File: src/rtl/elastic_stage_reg_pkg.sv
// Shared types and widths for the elastic pipeline stage register.
// Holds the state encoding and the default field widths of the datapath.
package elastic_stage_reg_pkg;

   localparam int ADDRESS_LEN         = 32;
   localparam int REGISTER_LEN        = 32;
   localparam int REGFILE_ADDRESS_LEN = 4;

   // The encoding doubles as the occupancy count: EMPTY=0, FULL=1, SKID=2.
   typedef enum logic [1:0] {
      ST_EMPTY = 2'd0,
      ST_FULL  = 2'd1,
      ST_SKID  = 2'd2
   } state_e;

endpackage

File: src/rtl/elastic_stage_reg_slot.sv
// One {pc, ctrl, data} holding register with load enable and ctrl clear.
// A ctrl clear wins over a load so that a flushed slot can never carry live control.
module elastic_stage_reg_slot
   import elastic_stage_reg_pkg::*;
#(
   parameter int PC_W   = 32,
   parameter int CTRL_W = 3,
   parameter int DATA_W = 68
) (
   input  logic              clk,
   input  logic              rst,
   input  logic              load_i,
   input  logic              clr_ctrl_i,
   input  logic [PC_W-1:0]   pc_i,
   input  logic [CTRL_W-1:0] ctrl_i,
   input  logic [DATA_W-1:0] data_i,
   output logic [PC_W-1:0]   pc_o,
   output logic [CTRL_W-1:0] ctrl_o,
   output logic [DATA_W-1:0] data_o
);

   logic [PC_W-1:0]   pc_q;
   logic [CTRL_W-1:0] ctrl_q;
   logic [DATA_W-1:0] data_q;

   always_ff @(posedge clk or posedge rst) begin
      if (rst) begin
         pc_q   <= '0;
         ctrl_q <= '0;
         data_q <= '0;
      end else if (clr_ctrl_i) begin
         ctrl_q <= '0;
      end else if (load_i) begin
         pc_q   <= pc_i;
         ctrl_q <= ctrl_i;
         data_q <= data_i;
      end
   end

   assign pc_o   = pc_q;
   assign ctrl_o = ctrl_q;
   assign data_o = data_q;

endmodule

File: src/rtl/elastic_stage_reg.sv
// Valid/ready pipeline stage register with flush and an optional 2-entry skid buffer.
// With SKID=1 in_ready depends only on state flops, cutting the ready chain between stages.
module elastic_stage_reg
   import elastic_stage_reg_pkg::*;
#(
   parameter int PC_W   = ADDRESS_LEN,
   parameter int CTRL_W = 3,
   parameter int DATA_W = 2*REGISTER_LEN + REGFILE_ADDRESS_LEN,
   parameter int SKID   = 1
) (
   input  logic              clk,
   input  logic              rst,
   input  logic              flush,
   input  logic              in_valid,
   output logic              in_ready,
   input  logic [PC_W-1:0]   in_pc,
   input  logic [CTRL_W-1:0] in_ctrl,
   input  logic [DATA_W-1:0] in_data,
   output logic              out_valid,
   input  logic              out_ready,
   output logic [PC_W-1:0]   out_pc,
   output logic [CTRL_W-1:0] out_ctrl,
   output logic [DATA_W-1:0] out_data,
   output logic [1:0]        occupancy
);

   state_e            state_q, state_d;
   logic              accept, emit;
   logic              main_ld, main_from_skid, skid_ld;
   logic [PC_W-1:0]   main_pc_d, skid_pc;
   logic [CTRL_W-1:0] main_ctrl_d, main_ctrl, skid_ctrl;
   logic [DATA_W-1:0] main_data_d, skid_data;

   assign out_valid = (state_q != ST_EMPTY);
   assign accept    = in_valid & in_ready;
   assign emit      = out_valid & out_ready;
   assign occupancy = state_q;

   // Ready is forced low while reset is held so nothing is taken during reset.
   generate
      if (SKID != 0) begin : g_rdy_reg
         assign in_ready = !rst && (state_q != ST_SKID);
      end else begin : g_rdy_pass
         assign in_ready = !rst && (!out_valid || out_ready);
      end
   endgenerate

   always_ff @(posedge clk or posedge rst) begin
      if (rst) state_q <= ST_EMPTY;
      else     state_q <= state_d;
   end

   always_comb begin
      state_d        = state_q;
      main_ld        = 1'b0;
      main_from_skid = 1'b0;
      skid_ld        = 1'b0;
      if (flush) begin
         state_d = ST_EMPTY;
      end else begin
         case (state_q)
            ST_EMPTY: if (accept) begin
               main_ld = 1'b1;
               state_d = ST_FULL;
            end
            ST_FULL: begin
               // Without a skid slot an accept in FULL always coincides with an emit.
               if (accept && !emit && (SKID != 0)) begin
                  skid_ld = 1'b1;
                  state_d = ST_SKID;
               end else if (accept) begin
                  main_ld = 1'b1;
               end else if (emit) begin
                  state_d = ST_EMPTY;
               end
            end
            ST_SKID: if (emit) begin
               main_ld        = 1'b1;
               main_from_skid = 1'b1;
               state_d        = ST_FULL;
            end
            default: state_d = ST_EMPTY;
         endcase
      end
   end

   assign main_pc_d   = main_from_skid ? skid_pc   : in_pc;
   assign main_ctrl_d = main_from_skid ? skid_ctrl : in_ctrl;
   assign main_data_d = main_from_skid ? skid_data : in_data;

   elastic_stage_reg_slot #(.PC_W(PC_W), .CTRL_W(CTRL_W), .DATA_W(DATA_W)) u_main (
      .clk        (clk),
      .rst        (rst),
      .load_i     (main_ld),
      .clr_ctrl_i (flush),
      .pc_i       (main_pc_d),
      .ctrl_i     (main_ctrl_d),
      .data_i     (main_data_d),
      .pc_o       (out_pc),
      .ctrl_o     (main_ctrl),
      .data_o     (out_data)
   );

   generate
      if (SKID != 0) begin : g_skid
         elastic_stage_reg_slot #(.PC_W(PC_W), .CTRL_W(CTRL_W), .DATA_W(DATA_W)) u_skid (
            .clk        (clk),
            .rst        (rst),
            .load_i     (skid_ld),
            .clr_ctrl_i (flush),
            .pc_i       (in_pc),
            .ctrl_i     (in_ctrl),
            .data_i     (in_data),
            .pc_o       (skid_pc),
            .ctrl_o     (skid_ctrl),
            .data_o     (skid_data)
         );
      end else begin : g_noskid
         wire unused_skid_ld = skid_ld;
         assign skid_pc   = '0;
         assign skid_ctrl = '0;
         assign skid_data = '0;
      end
   endgenerate

   assign out_ctrl = out_valid ? main_ctrl : '0;

endmodule
File: config.mk
export PLATFORM = sky130hd
export DESIGN_NAME = elastic_stage_reg
export DESIGN_NICKNAME = d
export VERILOG_FILES = /design/src/rtl/elastic_stage_reg_pkg.sv /design/src/rtl/elastic_stage_reg_slot.sv /design/src/rtl/elastic_stage_reg.sv
export SDC_FILE = /design/constraint.sdc
export NUM_CORES = 1
export LEC_CHECK = 0
export CAP_MARGIN = 20
export CORE_ASPECT_RATIO = 1.75
export CORE_UTILIZATION = 50
export CTS_CLUSTER_DIAMETER = 50
export DETAILED_ROUTE_END_ITERATION = 10
export HOLD_SLACK_MARGIN = 0.06
export PLACE_DENSITY_LB_ADDON = 0.05
export SKIP_CTS_REPAIR_TIMING = 1
export SYNTH_ARGS = -nofsm -noshare
export SYNTH_HDL_FRONTEND = slang
export SYNTH_SLANG_ARGS = --single-unit
File: constraint.sdc
create_clock -name clk -period 8.4 [get_ports clk]
set_input_delay 1.68 -clock clk [delete_from_list [all_inputs] [get_ports clk]]
set_output_delay 1.68 -clock clk [all_outputs]
set_load 0.05 [all_outputs]
==> results.json <==
{
  "status": "finished, final reports clean",
  "synth_top_area_frac": 0.584,
  "cts_buffer_depth": 3,
  "gp_congestion": 0.782,
  "r2r-end": "u_main.pc_o[27]$_DFFE_PP0P_",
  "insertion_delay_ps": 480,
  "synth.area.top_cells": "dfrtp_1, mux2i_1, mux2_1, o21ai_0, nand2_1",
  "drive_above_1_share": 0.0872,
  "drtAntennaViolNets": 0,
  "rsz0062_at_grt": "no",
  "drt-wirelength-per-cell_um": 17.0,
  "place_area_um2": 11000,
  "synth_edf_count": 0,
  "synth_area_um2": 8910,
  "track_usage": 0.216,
  "synth-main-ff-cell": "dfrtp_1",
  "cts_tree": "done",
  "reg2regPathDepth": 5,
  "max-slew-margin-rel": 0.301,
  "grt_pass1_wl_mm": 31.0,
  "p_total_w": 0.00300,
  "h-tree-depth": 1,
  "drt_wl_total_mm": 19.4,
  "first_iter_violations": 180,
  "worstReg2RegStart": "occupancy[1]$_DFFE_PP0P_",
  "dp_hpwl_mm": 12.9,
  "tightestPinTransition_ps": 1050,
  "grt-ovfl-total": 0,
  "vias_per_cell": 5.25,
  "start_kind": "primary input",
  "synth_cell_types": 28,
  "clock-sinks": 208,
  "crit_start": "rst",
  "final_cell_mix": "clkdlybuf4s50_1, dfrtp_1, nand2_1",
  "worstSetupPathType": "in -> out",
  "synth.yosys.warnings": 0,
  "powerDensity_nw_per_um2": 256,
  "yosysTopAreaCell": "dfrtp_1",
  "io_buffers": 214,
  "cp_max_fo": 3,
  "dr.pass1.iters": 4,
  "min_path_cells": 2,
  "grt_pass1_vias": 6354,
  "die_y_um": 179,
  "initial_utilization": 0.511,
  "drc": 0,
  "ys_seq_area_frac": 0.584,
  "dieArea_um2": 18400,
  "holdPathEnd": "u_main.data_o[65]$_DFFE_PP0P_",
  "crit_arrival_ps": 3170,
  "syn_inst": 697,
  "avgSynthCellArea_um2": 12.8,
  "worst_hold_slack_ps": 477,
  "cp-end-kind": "output port",
  "p_leak_nw": 5.05,
  "peakVddDrop_uv": 155,
  "setup_violations": 0,
  "fmax_mhz": 206,
  "regToRegSetupSlack_ps": 5170,
  "tns_ps": 0,
  "via_count": 5972,
  "slew_viol_final": 0,
  "antenna_found_initial": 1,
  "grt_max_degree": 131,
  "hold_class": "reg -> reg",
  "num-nets-final": 1001,
  "worstHoldStart": "u_main.data_o[65]$_DFFE_PP0P_",
  "hold_violations": 0,
  "async_reset_ff_frac": 1.00,
  "num_rows": 64,
  "clk_pin_slew_ps": 60,
  "num_io_pins": 215,
  "crit_required_ps": 6720,
  "fp.dieW_um": 103,
  "core_area_um2": 17500,
  "max_cap_viol_count": 0,
  "layout_min_cycle_time_ps": 4850,
  "fin_worst_skew_ps": 10.5,
  "finalInstanceArea_um2": 11700,
  "syn_to_final_growth_pct": 31.2,
  "synth_nets": 805,
  "ys_ff_latch": 208,
  "min_period_over_period": 0.577,
  "cts_made_buffers": 19,
  "layout_commonest_cell": "clkdlybuf4s50_1",
  "cts_root_buf": "clkbuf_16"
}
==> stage by stage <==
| step | utilization | setup WS (ps) | cells |
|---|---|---|---|
| after floorplan | - | 1010 | 697 |
| after global placement | 0.630 | 3520 | 1102 |
| after detailed placement | 0.630 | 3370 | 1102 |
| after CTS | 0.668 | 3550 | 1136 |
| after global routing | 0.670 | 3490 | 1138 |
| final | 0.670 | 3550 | 1138 |
==> Yosys cell counts (5+ instances only) <==
master	number
buf_2	5
buf_4	13
buf_6	9
buf_8	10
clkbuf_1	10
dfrtp_1	208
mux2_1	67
mux2_2	33
mux2i_1	101
nand2_1	104
nor2_1	9
nor2b_1	5
o21ai_0	91
o21ai_1	9
==> power breakdown <==
part | total, W | switching [W] | internal, W | leakage, nW
clock | 0.000900 | 0.000367 | 0.000533 | 0.327
sequential | 0.00129 | 0.000102 | 0.00119 | 2.67
combinational | 0.000806 | 0.000504 | 0.000302 | 2.06
==> kinds of logic after synthesis <==
| logic type | count (synthesis) | share of synthesized area |
|---|---|---|
| flops | 208 | 0.584 |
| mux | 201 | 0.240 |
| simple gates | 129 | 0.0622 |
| compound gates | 110 | 0.0671 |
| buf+inv | 49 | 0.0470 |
==> final cells by class <==
class	count	area [um^2]
sequential	208	5200
clock buffer	26	562
antenna	1	2.50
fill	1384	5760
clock inverter	8	100
timing repair buffer	222	2220
inverter	2	15.0
tap	231	289
multi-input combinational	440	3300
==> worst max-delay path: stages <==
cell,delay [ps]
clkdlybuf4s50_1,530
nor2_1,150
clkdlybuf4s50_1,810
==> sequential cells by signal, indices dropped and copies added (netlist names) <==
signal and count:
u_main.data_o 68, g_skid.u_skid.data_o 68, g_skid.u_skid.ctrl_o 3, g_skid.u_skid.pc_o 32, occupancy 2, u_main.pc_o 32
u_main.ctrl_o 3
==> routing by layer <==
metal,global-route usage,vias to the layer above,part of all wire
li1,-,2810,-
met1,0.258,2951,0.39
met2,0.372,169,0.51
met3,0.0462,42,0.066
met4,0.0874,0,0.033
met5,0,-,0
==> worst max path at each step <==
stage / endpoint / slack [ps]
after floorplan: g_skid.u_skid.ctrl_o[0]$_DFFE_PP0P_ / 1010
after global placement: u_main.pc_o[11]$_DFFE_PP0P_ / 3520
after detailed placement: u_main.pc_o[20]$_DFFE_PP0P_ / 3370
after CTS: in_ready / 3550
after global routing: in_ready / 3490
final: in_ready / 3550
Note: power is estimated with default switching activity, not from simulation.
